File: src/rtl/add_sub_pkg.sv
`default_nettype none
// ============================================================================
// Module      : add_sub_pkg
// Description : Shared types and constants for the sequential add/subtract
//               unit: FSM state encoding, opcode values and the saturation
//               limits used when ADD_SUB_SATURATE_EN is defined.
// Revision    : 1.0 - initial release
// ============================================================================
package add_sub_pkg;

    typedef enum logic [1:0] {
        IDLE = 2'd0,
        CALC = 2'd1,
        DONE = 2'd2
    } state_t;

    localparam logic OP_ADD = 1'b0;
    localparam logic OP_SUB = 1'b1;

    // Datapath width the saturation limits are derived from.
    localparam int DATA_WIDTH = 16;

    localparam logic [DATA_WIDTH-1:0] SAT_MAX = {1'b0, {(DATA_WIDTH-1){1'b1}}};
    localparam logic [DATA_WIDTH-1:0] SAT_MIN = {1'b1, {(DATA_WIDTH-1){1'b0}}};

endpackage : add_sub_pkg
`default_nettype wire

File: src/rtl/slice_adder.sv
`default_nettype none
// ============================================================================
// Module      : slice_adder
// Description : SLICE-bit ripple-carry adder. Besides the sum and carry-out it
//               exposes the carry into its most significant bit so the caller
//               can derive signed overflow on the top slice.
// Ports       : a, b  - slice operands
//               cin   - carry in
//               sum   - slice sum
//               cout  - carry out of the slice MSB
//               cmsb  - carry into the slice MSB
// Revision    : 1.0 - initial release
// ============================================================================
module slice_adder #(
    parameter int SLICE = 4
) (
    input  logic [SLICE-1:0] a,
    input  logic [SLICE-1:0] b,
    input  logic             cin,
    output logic [SLICE-1:0] sum,
    output logic             cout,
    output logic             cmsb
);

    logic [SLICE:0] w_carry;

    always_comb begin
        w_carry    = '0;
        sum        = '0;
        w_carry[0] = cin;
        for (int i = 0; i < SLICE; i++) begin
            sum[i]       = a[i] ^ b[i] ^ w_carry[i];
            w_carry[i+1] = (a[i] & b[i]) | (a[i] & w_carry[i]) | (b[i] & w_carry[i]);
        end
    end

    assign cout = w_carry[SLICE];
    assign cmsb = w_carry[SLICE-1];

endmodule : slice_adder
`default_nettype wire

File: src/rtl/add_sub_seq.sv
`default_nettype none
// ============================================================================
// Module      : add_sub_seq
// Description : Multi-cycle two's-complement add/subtract unit. One SLICE-bit
//               chunk is added per clock through a single time-multiplexed
//               slice_adder, giving a short carry path at the cost of NSLICE
//               cycles of latency. Valid/ready handshake on input and output.
// Config      : ADD_SUB_SATURATE_EN - when defined, an overflowing result is
//               clamped to SAT_MAX / SAT_MIN (chosen by the sign of A). The
//               saturation limits assume WIDTH == DATA_WIDTH.
// Ports       : clk, rst_n           - clock, async active-low reset
//               in_valid / in_ready  - operand handshake (ready only in IDLE)
//               op                   - 0 = A+B, 1 = A-B
//               a, b                 - signed operands
//               out_valid / out_ready- result handshake (valid only in DONE)
//               result, overflow     - sum/difference and signed overflow
// Revision    : 1.0 - initial release
// ============================================================================
module add_sub_seq
    import add_sub_pkg::*;
#(
    parameter int WIDTH = DATA_WIDTH,
    parameter int SLICE = 4
) (
    input  logic             clk,
    input  logic             rst_n,
    input  logic             in_valid,
    output logic             in_ready,
    input  logic             op,
    input  logic [WIDTH-1:0] a,
    input  logic [WIDTH-1:0] b,
    output logic             out_valid,
    input  logic             out_ready,
    output logic [WIDTH-1:0] result,
    output logic             overflow
);

    localparam int NSLICE = WIDTH / SLICE;
    localparam int CNT_W  = (NSLICE > 1) ? $clog2(NSLICE) : 1;
    localparam logic [CNT_W-1:0] LAST_CNT = CNT_W'(NSLICE - 1);

    state_t r_state;
    state_t w_next;

    // Operands and result viewed as an array of slices so the active slice
    // can be selected directly by the slice counter.
    logic [NSLICE-1:0][SLICE-1:0] r_a;
    logic [NSLICE-1:0][SLICE-1:0] r_b;
    logic [NSLICE-1:0][SLICE-1:0] r_result;
    logic                         r_carry;
    logic                         r_overflow;
    logic [CNT_W-1:0]             r_cnt;

    logic [SLICE-1:0] w_sum;
    logic             w_cout;
    logic             w_cmsb;
    logic             w_accept;
    logic             w_last;
    logic             w_ovf;

    slice_adder #(
        .SLICE (SLICE)
    ) u_slice_adder (
        .a    (r_a[r_cnt]),
        .b    (r_b[r_cnt]),
        .cin  (r_carry),
        .sum  (w_sum),
        .cout (w_cout),
        .cmsb (w_cmsb)
    );

    // ------------------------------------------------------------------
    // FSM
    // ------------------------------------------------------------------
    always_ff @(posedge clk or negedge rst_n) begin
        if (!rst_n) begin
            r_state <= IDLE;
        end else begin
            r_state <= w_next;
        end
    end

    always_comb begin
        w_next    = r_state;
        in_ready  = 1'b0;
        out_valid = 1'b0;
        case (r_state)
            IDLE: begin
                in_ready = 1'b1;
                if (in_valid) begin
                    w_next = CALC;
                end
            end
            CALC: begin
                if (r_cnt == LAST_CNT) begin
                    w_next = DONE;
                end
            end
            DONE: begin
                out_valid = 1'b1;
                if (out_ready) begin
                    w_next = IDLE;
                end
            end
            default: begin
                w_next = IDLE;
            end
        endcase
    end

    assign w_accept = (r_state == IDLE) && in_valid;
    assign w_last   = (r_state == CALC) && (r_cnt == LAST_CNT);
    // Signed overflow: carry into the MSB differs from carry out of the MSB.
    assign w_ovf    = w_cmsb ^ w_cout;

    // ------------------------------------------------------------------
    // Datapath
    // ------------------------------------------------------------------
    always_ff @(posedge clk or negedge rst_n) begin
        if (!rst_n) begin
            r_a        <= '0;
            r_b        <= '0;
            r_result   <= '0;
            r_carry    <= 1'b0;
            r_overflow <= 1'b0;
            r_cnt      <= '0;
        end else if (w_accept) begin
            // Subtraction is A + ~B + 1: invert B here, the +1 enters as carry.
            r_a     <= a;
            r_b     <= (op == OP_SUB) ? ~b : b;
            r_carry <= op;
            r_cnt   <= '0;
        end else if (r_state == CALC) begin
            r_result[r_cnt] <= w_sum;
            r_carry         <= w_cout;
            r_cnt           <= w_last ? '0 : r_cnt + 1'b1;
            if (w_last) begin
                r_overflow <= w_ovf;
`ifdef ADD_SUB_SATURATE_EN
                // Overflow can only occur when A and B' share a sign, so the
                // sign of A gives the direction of the true result.
                if (w_ovf) begin
                    r_result <= r_a[NSLICE-1][SLICE-1] ? SAT_MIN : SAT_MAX;
                end
`endif
            end
        end
    end

    assign result   = r_result;
    assign overflow = r_overflow;

endmodule : add_sub_seq
`default_nettype wire
File: config.mk
export PLATFORM = sky130hd
export DESIGN_NAME = add_sub_seq
export DESIGN_NICKNAME = d
export VERILOG_FILES = /design/src/rtl/add_sub_pkg.sv /design/src/rtl/slice_adder.sv /design/src/rtl/add_sub_seq.sv
export SDC_FILE = /design/constraint.sdc
export NUM_CORES = 1
export LEC_CHECK = 0
export BUFFER_PORTS_ARGS = -buffer_cell sky130_fd_sc_hd__buf_4
export CORE_MARGIN = 2
export CORE_UTILIZATION = 58
export CTS_BUF_LIST = sky130_fd_sc_hd__clkbuf_8 sky130_fd_sc_hd__clkbuf_16
export DETAILED_ROUTE_END_ITERATION = 8
export GPL_ROUTABILITY_DRIVEN = 0
export PLACE_DENSITY_LB_ADDON = 0.15
export SYNTH_ARGS = -nofsm -noshare
export SYNTH_HDL_FRONTEND = slang
export SYNTH_SLANG_ARGS = --single-unit
File: constraint.sdc
create_clock -name clk -period 7.1 [get_ports clk]
set_input_delay 0.355 -clock clk [delete_from_list [all_inputs] [get_ports clk]]
set_output_delay 0.355 -clock clk [all_outputs]
set_load 0.03 [all_outputs]
======== Yosys cells after proc, flatten, opt, wreduce, memory -nomap -nowiden ========
Index checks and enable logic that the tools add are counted.
word-level totals
  bits in registers ....................... 54
  bits of input ports ..................... 37
  output and inout bits ................... 19
  logic and storage cells ................. 83
operators by class
  add/subtract/negate cells ............... 1
  order comparisons ....................... 2
  equal/unequal tests ..................... 6
  muxes and demuxes ....................... 19
  bitwise operators ....................... 31
  reduce and logical (&&, ||, !) cells .... 8
operators with widths
  kind                                                  count
  binary-select mux 4 bit (select 2 bit)                2
  bitwise mux 16 bit                                    1
  two-way mux 16 bit                                    1
  NOT 16 bit                                            1
  AND 1 bit                                             12
  two-way mux 2 bit                                     6
  two-way mux 4 bit                                     3
  XOR 1 bit                                             9
  demux 4 bit (select 2 bit)                            1
  OR 1 bit                                              8
  inequality test 2 bit (second input constant)         3
  one-hot mux 2 bit (3 select lines)                    1
  AND reduction 3 bit                                   2
  equality test 2 bit (second input constant)           2
  two-way mux 1 bit                                     4
  logical AND 1 bit                                     3
  < comparator 2 x 3 -> 1 bit (second input constant)   1
  adder 2 x 1 -> 2 bit (second input constant)          1
  equality test 2 x 1 -> 1 bit (second input constant)  1
  >= comparator 2 x 1 -> 1 bit (second input constant)  1
  zero test 2 bit                                       1
  AND reduction 2 bit                                   1
  nonzero test 2 bit                                    1
  NOT 1 bit                                             1

======== Longest topological paths before layout ========
Gate-level depths: netlist (run 1).
  word-level depth ........................ 16
  mapped depth ............................ 9
  gate-level depth less buffers ........... 8

======== Cells and area by module ========
A second synthesis (run 1) with hierarchy kept.
unflattened totals
  cells, all modules ...................... 201
  area total of the unflattened synthesis .. 2610.0 um^2
by module, submodules not included
  module       instances  cells each  area an instance (um^2)  seq. area each (um^2)
  add_sub_seq  1          187         2492.4                   1351.3
  slice_adder  1          14          117.6                    0.0

======== Least setup slack after synthesis (run 1) ========
Ideal clock, no wire load.
  path type ............................... flip-flop to flip-flop
  start point ............................. register r_cnt[0]
  end point ............................... register r_result, in the netlist result[7]
  library setup time ...................... 79 ps
  data arrival time ....................... 2983 ps
  required time ........................... 7021 ps
  path slack .............................. 4038 ps
  stages on the path, launching flop included .. 9
  path buffers ............................ 1
  period minus slack after synthesis ...... 3062 ps
  path through ............................ dfrtp_1 buf_4 mux4_2 fa_1 fa_1 fa_1 inv_1 fa_1 mux2i_1
on the way
  cells in the longest elaborated chain, start to end .. 13
  elaborated cells on any way between the ends .. 27
  classes of those cells .................. order compare: 2; mux: 7; bitwise: 17; reduce/logical: 1
RTL lines
  what                                                              line                                  RTL
  start: declaration                                                add_sub_seq.sv:52                     logic [CNT_W-1:0] r_cnt;
  start signal: assignment                                          add_sub_seq.sv:136                    r_cnt <= w_last ? '0 : r_cnt + 1'b1;
  binary-select mux 4 bit (select 2 bit), on equally long branches  add_sub_seq.sv:64, add_sub_seq.sv:65
  two-way mux 4 bit, on equally long branches                       add_sub_seq.sv:64, add_sub_seq.sv:65
  AND 1 bit                                                         slice_adder.sv:33                     w_carry[i+1] = (a[i] & b[i]) | (a[i] & w_carry[i]) | (b[i] & w_carry[i]);
  OR 1 bit (2 in a row)                                             slice_adder.sv:33
  AND 1 bit                                                         slice_adder.sv:33
  OR 1 bit (2 in a row)                                             slice_adder.sv:33
  AND 1 bit                                                         slice_adder.sv:33
  OR 1 bit (2 in a row)                                             slice_adder.sv:33
  XOR 1 bit                                                         slice_adder.sv:32                     sum[i] = a[i] ^ b[i] ^ w_carry[i];
  bitwise mux 16 bit *                                              add_sub_seq.sv:134                    r_result[r_cnt] <= w_sum;
  end signal: indexed assignment                                    add_sub_seq.sv:134
  end: declaration                                                  add_sub_seq.sv:49                     logic [NSLICE-1:0][SLICE-1:0] r_result;
Every way passes the cells marked *; elsewhere a longest branch is shown, timed or not. The select of a mux whose other input is x is not followed.
A chain may end at the register's enable or synchronous reset.

======== Final worst setup path (run 1) ========
  start point ............................. register r_cnt[0]
  end point ............................... register r_result, in the netlist result[3]
The elaborated chain is that of the path after synthesis.

==> results.py, run 1 <==
metrics = {
    "clock_network": {
        "cts_resized": 0,
        "cts_hold_buf": 0,
        "clock_sinks": 54,
        "cts_made_buffers": 5,
        "clk_pin_slew_ps": 110,
        "post_cts_buffers": 0,
        "cts.htree.levels": 2,
        "tritoncts": "done",
        "cts_buffer_depth": 2,
        "cts-root-buf": "clkbuf_8",
        "clock_latency_ps": 320,
    },
    "yosys": {
        "ys_ff_latch": 54,
        "syn_area_um2": 2640,
        "yosysWarnings": 0,
        "synthCells": 174,
        "yosys-top-cells-area": "dfrtp_1 (51%), mux2_2 (18%), mux4_2 (6.8%), xor2_1 (5.3%), fa_1 (3.0%)",
        "synthDistinctLibCells": 27,
        "yosysSeqAreaShare": 0.511,
        "yosysTopAreaCell": "dfrtp_1",
        "postSynthAreaPerCell_um2": 15.2,
        "syn-num-nets": 219,
        "synth_top_area_share": 0.511,
    },
    "setup_path": {
        "cp-end-kind": "flop",
        "cp-start-kind": "flop",
        "worstPathRequired_ps": 7340,
        "criticalPathCategory": "reg2reg",
        "cp_max_fo": 13,
        "arrival_ps": 3690,
    },
    "global_route": {
        "grt_pass1_wl_um": 7900,
        "grt_use_total": 0.203,
        "grt_max_degree": 55,
        "grt_pass1_vias": 1658,
        "grt_overflow_total": 0,
        "antenna_found_initial": 0,
    },
    "floorplanning": {
        "start_util": 0.603,
        "die_area_um2": 5110,
        "row_count": 24,
        "core_area_um2": 4380,
        "die_h_um": 71.5,
        "die_width_um": 71.5,
        "top_level_ports": 56,
    },
    "routing": {
        "drc": 0,
        "first_pass_iters": 4,
        "routed_wl_um": 4770,
        "viasPerCell": 5.46,
        "num_vias": 1533,
        "drt_iter0_drc": 56,
        "antenna_left": 0,
        "wl_per_cell_um": 17.0,
    },
    "final_layout": {
        "final_util": 0.720,
        "final_layout_size_suffix_gt1_frac": 0.520,
        "final_nets": 273,
        "syn2layout_area_growth_pct": 19.4,
        "fin_area_um2": 3160,
        "insertedDiodeCount": 0,
    },
    "hold_path": {
        "min_path_type": "in2async",
    },
    "job": {
        "maxCapViolations": 0,
    },
    "timing": {
        "clock_skew_ps": 14.1,
        "hold_slack_ps": 72.3,
        "period_minus_slack_ps": 3450,
        "finalHoldViolations": 0,
        "rsz0062_at_grt": "no",
        "fmax_mhz": 290,
        "worstMarginPinSlew_ps": 670,
        "fin_crit_sh": 0.486,
        "slew_headroom": 0.554,
        "slew_violations": 0,
        "fin_tns_setup_ps": 0,
        "setup_viol": 0,
    },
    "power_and_ir_drop": {
        "peakVddDrop_mv": 0.211,
        "power_switching_mw": 0.660,
        "netSwitchingFraction": 0.397,
        "cell_internal_pwr_mw": 1.00,
        "p_leak_nw": 1.50,
        "powerDensity_nw_per_um2": 526,
        "seq_power_share": 0.360,
        "clock_power_share": 0.109,
        "pwr-share-comb": 0.532,
    },
    "placement": {
        "placed_area_um2": 3060,
        "post-dp-hpwl_um": 3580,
        "portBuffers": 55,
    },
    "status": {
        "status": "complete, no violations",
    },
}
-- cells in the final DEF (no fill, tap or decap), types with 2 or more instances in the layout --
cell type and n:
buf_4 56, mux2_2 43, mux2_1 2, ha_1 4
inv_1 11, clkbuf_8 5, mux2i_1 4, mux4_2 8
fa_1 4, or2b_1 2, a22o_1 2, nor2_1 2
dfrtp_1 54, xor2_1 16, nand3b_4 3
-- metal layers --
| metal | global-route usage | vias to the layer above | part of all wire |
|---|---|---|---|
| met5 | 0 | - | 0 |
| met4 | 0.0692 | 0 | 0.013 |
| li1 | - | 710 | - |
| met2 | 0.367 | 41 | 0.54 |
| met3 | 0.0520 | 8 | 0.050 |
| met1 | 0.234 | 774 | 0.40 |
-- sequential cells by signal (all words and copies together) (netlist names) --
name,count
r_cnt,2
r_b,16
r_a,16
result,16
r_carry,1
overflow,1
r_state,2
-- cell usage after synthesis --
| library cell | number |
|---|---|
| clkbuf_2 | 1 |
| mux4_2 | 8 |
| mux2_1 | 2 |
| xor2_1 | 16 |
| nand3b_1 | 1 |
| dfrtp_1 | 54 |
| xnor2_1 | 1 |
| inv_1 | 11 |
| buf_2 | 2 |
| o21bai_1 | 1 |
| mux2i_1 | 4 |
| buf_6 | 3 |
| or2b_1 | 2 |
| nor3b_4 | 1 |
| nor4b_1 | 1 |
| a21oi_1 | 1 |
| a22o_1 | 2 |
| nor2_1 | 2 |
| ha_1 | 4 |
| a221oi_1 | 1 |
| nand2b_1 | 1 |
| nand3b_4 | 3 |
| o21ai_0 | 1 |
| buf_4 | 3 |
| fa_1 | 4 |
| nor2b_1 | 1 |
| mux2_2 | 43 |
-- cells by family (layout without fill, tap and decap cells) --
logic type,after synthesis,in the layout,share of synthesized area
buffers and inverters,20,75,0.0426
XOR/XNOR,17,17,0.0563
AND/OR/NAND/NOR,12,12,0.0492
flip-flops,54,54,0.511
adder cells (fa/ha/maj),8,8,0.0492
multiplexers,57,57,0.275
AO/OA/AOI/OAI,6,6,0.0166
-- stage by stage --
stage | setup slack, ps | cells | power (mW)
floorplan | 4040 | 174 | 1.23
global placement | 3780 | 273 | 1.42
detailed placement | 3600 | 273 | 1.50
CTS | 3590 | 281 | 1.68
global route | 3460 | 281 | 1.77
finish | 3650 | 281 | 1.66
-- final cells by class --
| cell class | count | area [µm²] |
|---|---|---|
| flip-flops and latches | 54 | 1350 |
| fillers | 284 | 1230 |
| multi-input cells | 100 | 1180 |
| repair buffers | 56 | 420 |
| clock buffers | 5 | 68.8 |
| well taps | 52 | 65.1 |
| inverters | 11 | 41.3 |
| clock inverters | 3 | 28.8 |
-- power by group through the flow --
| stage | registers, mW | clock network, mW | logic, mW |
|---|---|---|---|
| final | 0.597 | 0.180 | 0.883 |
| after global routing | 0.620 | 0.199 | 0.950 |
| after CTS | 0.600 | 0.187 | 0.896 |
| after detailed placement | 0.606 | 0 | 0.895 |
| after global placement | 0.593 | 0 | 0.825 |
| after floorplan | 0.637 | 0 | 0.597 |
-- final timing paths --
path                       slack (ps)  startpoint         end  depth (start not counted)
max reg2reg                      3650    r_cnt[0]   result[3]                          7
max in group asynchronous        6580       rst_n      r_a[0]                          1
min                                70       rst_n   result[4]                          1
min in group clk                  230   out_ready  r_state[1]                          2
min reg2reg                       510      r_a[7]      r_a[7]                          1
max                              3650    r_cnt[0]   result[3]                          7
-- critical path: stages (launching register included) --
cell and delay [ps]:
dfrtp_1 750, mux4_2 610, fa_1 450, fa_1 410, fa_1 430, inv_1 110, fa_1 460, mux2i_1 170
Note: power is estimated with default switching activity, not from simulation.
==> run 2: changes to the inputs <==
- CORE_UTILIZATION: 58 -> 54
- clock period: 7.1 -> 3.2 ns (I/O delays scaled with it)
==> run 2 against run 1 <==
Die area rose by 7.0%. Clock power rose by 130%. Sequential share of layout area fell by 0.79 points. Setup slack got worse by 3500 ps. Register-to-register slack got worse by 3500 ps. Hold slack got worse by 35 ps.
==> results.py, run 2 (synthesis results as in run 1) <==
metrics = {
    "final_layout": {
        "syn2layout_area_growth_pct": 21.7,
        "fill_cells": 328,
        "multi_input_area_um2": 1180,
        "insertedDiodeCount": 0,
        "seqCellArea_um2": 1350,
        "final_common_cell": "buf_4",
        "final_nets": 278,
        "fin_area_um2": 3220,
        "mostFrequentLayoutCells": "buf_4 (60), dfrtp_1 (53), mux2_2 (43), xor2_1 (16), inv_1 (11)",
        "final_layout_size_suffix_gt1_frac": 0.534,
    },
    "floorplanning": {
        "top_level_ports": 56,
        "start_util": 0.560,
        "die_h_um": 74.0,
        "die_width_um": 74.0,
        "die_area_um2": 5470,
        "row_count": 25,
        "core_area_um2": 4720,
    },
    "timing": {
        "period_minus_slack_ps": 3000,
        "fin_crit_sh": 0.937,
        "slew_headroom": 0.550,
        "slew_violations": 0,
        "finalHoldViolations": 0,
        "fmax_mhz": 333,
        "setup_viol": 0,
        "clock_skew_ps": 13.8,
        "rsz0062_at_grt": "no",
        "fin_tns_setup_ps": 0,
        "worstMarginPinSlew_ps": 675,
    },
    "setup_path": {
        "cp_max_fo": 5,
        "path_buf_inv": 1,
        "criticalPathCategory": "reg2reg",
        "cp-end-kind": "flop",
        "worstPathRequired_ps": 3440,
        "path_delay_family": "adder cells",
        "critPathMaxStageDelay_ps": 540,
        "cp_slowest_cell": "mux4_2",
        "worstPathCellList": "mux4_2 > fa_1 > fa_1 > fa_2 > inv_1 > fa_1 > mux2i_1",
        "crit_top_cell": "fa_1",
        "cp-start-kind": "flop",
        "arrival_ps": 3240,
    },
    "routing": {
        "routed_wl_um": 4900,
        "first_pass_iters": 4,
        "drc": 0,
        "viasPerCell": 5.26,
        "drt_iter0_drc": 59,
        "wl_per_cell_um": 16.3,
        "num_vias": 1582,
        "antenna_left": 0,
    },
    "global_route": {
        "grt_pass1_wl_um": 7980,
        "grt_use_total": 0.195,
        "antenna_found_initial": 0,
        "grt_overflow_total": 0,
        "grt_pass1_vias": 1683,
        "grt_max_degree": 55,
    },
    "power_and_ir_drop": {
        "peakVddDrop_mv": 0.472,
        "powerDensity_nw_per_um2": 1160,
        "p_leak_nw": 1.52,
        "design_power_total_mw": 3.73,
    },
    "placement": {
        "placed_area_um2": 3090,
        "portBuffers": 55,
        "post-dp-hpwl_um": 3530,
    },
    "clock_network": {
        "tritoncts": "done",
        "cts-root-buf": "clkbuf_8",
        "cts_buffer_depth": 2,
        "cts.htree.levels": 2,
        "clock_sinks": 54,
        "clock_latency_ps": 320,
        "cts_made_buffers": 5,
        "clk_pin_slew_ps": 110,
    },
    "hold_path": {
        "min_path_type": "in2reg",
    },
    "status": {
        "status": "complete, no violations",
    },
    "job": {
        "maxCapViolations": 0,
    },
}
-- run 2: cell count changes in the layout (fill, tap and decap cells not counted), sizes merged --
cell and delta:
buf +4, dlygate4sd3 +1
-- run 2: cell type report --
class                      instances  share of cell area
sequential                        54               0.420
clock buffer                       5              0.0214
inverter                          11              0.0128
timing repair buffer              61               0.143
clock inverter                     3             0.00894
tap                               67              0.0260
multi-input combinational        100               0.367
-- run 2: metal layers --
metal  GRT usage  part of all wire
met5           0                 0
met4      0.0586             0.012
met3      0.0420             0.038
met2       0.343              0.53
met1       0.244              0.42
-- run 2: report_power, final --
part,internal (mW),switching (mW),leakage (nW)
combinational,1.06,0.974,0.830
sequential,1.04,0.244,0.637
clock,0.164,0.248,0.0506
total,2.26,1.47,1.52
-- run 2: final timing paths --
kind	cells after the start	endpoint	start	slack (ps)
setup / recovery	7	result[11]	r_cnt[0]	200
hold / removal	2	r_state[1]	out_ready	40
setup reg to reg	7	result[11]	r_cnt[0]	200
hold reg to reg	1	r_a[7]	r_a[7]	510
max in group asynchronous	2	r_cnt[0]	rst_n	2310
min in group asynchronous	2	result[15]	rst_n	420
-- run 2: timing repair --
item / 4_1_cts / 5_1_grt
setup buffers: 0 / 2
endpoints found under the hold margin: 54 / 0
resized for setup: 0 / 2
setup endpoints to repair: 0 / 5
hold buffers: 1 / 0
-- run 2: through the flow --
step	hold slack, ps	util	instances	setup slack [ps]
2_1_floorplan	-136	-	174	138
3_3_place_gp	221	0.655	290	175
3_5_place_dp	242	0.655	290	78.7
4_1_cts	26.3	0.677	299	25.2
5_1_grt	26.2	0.681	301	47.8
6_report	37.8	0.681	301	200
==> run 3: changes to the inputs <==
- BUFFER_PORTS_ARGS: -buffer_cell sky130_fd_sc_hd__buf_4 -> default
- CORE_UTILIZATION: 54 -> 62
- DONT_BUFFER_PORTS: default -> 1
==> run 3 against run 2 <==
Design area is 7.6% lower. Setup slack worse by 80 ps. Core utilization increased by 5.2 points. Sequential share of layout area rose by 3.4 points. Clock skew down 5.1 ps. Register-to-register slack worse by 80 ps. Critical endpoint unchanged.
==> results.py, run 3 (synthesis results as in run 1) <==
metrics = {
    "status": {
        "status": "complete, no violations",
    },
    "global_route": {
        "antenna_found_initial": 0,
        "grt_use_total": 0.208,
        "grt_pass1_wl_um": 7740,
        "grt_max_degree": 55,
        "grt_pass1_vias": 1519,
        "grt_overflow_total": 0,
    },
    "floorplanning": {
        "die_width_um": 69.3,
        "die_area_um2": 4800,
        "start_util": 0.652,
        "die_h_um": 69.3,
        "top_level_ports": 56,
        "row_count": 23,
        "core_area_um2": 4060,
    },
    "placement": {
        "dp_slack_ps": 168,
        "placed_area_um2": 2670,
        "portBuffers": 0,
        "post-dp-hpwl_um": 3260,
    },
    "power_and_ir_drop": {
        "cell_internal_pwr_mw": 2.15,
        "power_switching_mw": 1.39,
        "seq_power_share": 0.426,
        "pwr-share-comb": 0.449,
        "peakVddDrop_mv": 0.570,
        "clock_power_share": 0.125,
        "powerDensity_nw_per_um2": 1190,
        "netSwitchingFraction": 0.393,
        "p_leak_nw": 1.33,
    },
    "job": {
        "maxCapViolations": 0,
    },
    "final_layout": {
        "fin_area_um2": 2970,
        "insertedDiodeCount": 0,
        "final_layout_size_suffix_gt1_frac": 0.349,
        "mostFrequentLayoutCells": "dfrtp_1 (53), mux2_2 (43), dlygate4sd3_1 (17), xor2_1 (16), inv_1 (12)",
        "final_nets": 239,
        "syn2layout_area_growth_pct": 12.5,
        "final_common_cell": "dfrtp_1",
    },
    "setup_path": {
        "worstPathRequired_ps": 3420,
        "critPathLaunch": "r_cnt[0]",
        "cp-start-kind": "flop",
        "criticalPathCategory": "reg2reg",
        "critical_path.reg2reg.endpoint": "result[11]",
        "arrival_ps": 3300,
        "r2r-start": "r_cnt[0]",
        "r2r_slack_ps": 120,
        "cp_max_fo": 4,
        "worst_r2r_path_depth": 7,
        "crit_end": "result[11]",
        "cp-end-kind": "flop",
    },
    "clock_network": {
        "tritoncts": "done",
        "post_cts_buffers": 0,
        "cts.htree.levels": 2,
        "cts_buffer_depth": 2,
        "clock_latency_ps": 300,
        "clock_sinks": 54,
        "clk_pin_slew_ps": 90,
        "cts_made_buffers": 5,
        "cts-root-buf": "clkbuf_8",
    },
    "routing": {
        "wl_per_cell_um": 19.0,
        "drt_iter0_drc": 59,
        "drc": 0,
        "first_pass_iters": 4,
        "routed_wl_um": 4660,
        "viasPerCell": 5.69,
        "antenna_left": 0,
        "num_vias": 1394,
    },
    "hold_path": {
        "min_path_type": "in2reg",
    },
    "timing": {
        "setup_viol": 0,
        "clock_skew_ps": 8.72,
        "fmax_mhz": 325,
        "slew_headroom": 0.608,
        "fin_crit_sh": 0.962,
        "period_minus_slack_ps": 3080,
        "fin_tns_setup_ps": 0,
        "setup_slack_ps": 120,
        "rsz0062_at_grt": "no",
        "slew_violations": 0,
        "finalHoldViolations": 0,
        "worstMarginPinSlew_ps": 588,
    },
}
[run 3: metrics by stage]
stage | power (mW) | utilization | hold slack, ps | std cells
floorplan | 2.74 | - | -136 | 174
global placement | 2.97 | 0.657 | -135 | 219
detailed placement | 3.08 | 0.657 | -134 | 219
CTS | 3.55 | 0.723 | 2.24 | 241
global route | 3.78 | 0.733 | 6.12 | 245
finish | 3.55 | 0.733 | 21.3 | 245
[run 3: metal layers]
metal  vias to the layer above  routed length (µm)  global-route usage
met1                       709                1900               0.248
met3                         5                 231              0.0625
li1                        641                   -                   -
met5                         -                   0                   0
met2                        39                2470               0.363
met4                         0                  54              0.0654
[run 3: worst min-delay path by stage]
stage / start / to / depth (start not counted)
floorplan: rst_n / overflow / 0
global placement: rst_n / r_state[1] / 0
detailed placement: rst_n / r_state[0] / 0
CTS: a[8] / r_a[8] / 1
global route: a[15] / r_a[15] / 1
finish: a[15] / r_a[15] / 1
[run 3: layout make-up]
cell class / instances / area, µm²
Timing Repair Buffer: 22 / 228
Fill cell: 269 / 1080
Inverter: 11 / 41.3
Tap cell: 50 / 62.6
Multi-Input combinational cell: 100 / 1180
Clock inverter: 3 / 41.3
Clock buffer: 5 / 68.8
Sequential cell: 54 / 1350
[run 3: power by group through the flow]
stage	registers (mW)	clock network (mW)	logic [mW]
after global placement	1.50	0	1.48
final	1.51	0.444	1.59
after detailed placement	1.53	0	1.55
after floorplan	1.41	0	1.33
after CTS	1.51	0.453	1.59
after global routing	1.56	0.486	1.74
[run 3: timing repair]
| action | 4_1_cts | 5_1_grt |
|---|---|---|
| hold buffers | 14 | 4 |
| endpoints found under the setup margin | 0 | 1 |
| hold endpoints to repair | 66 | 4 |
| gates resized for setup | 0 | 1 |
[run 3: worst max-delay path, stage by stage (launching register included)]
cell and delay [ps]:
dfrtp_2 410, mux4_2 530, fa_1 470, fa_1 430, fa_1 440, inv_1 90, fa_1 460, mux2i_1 170
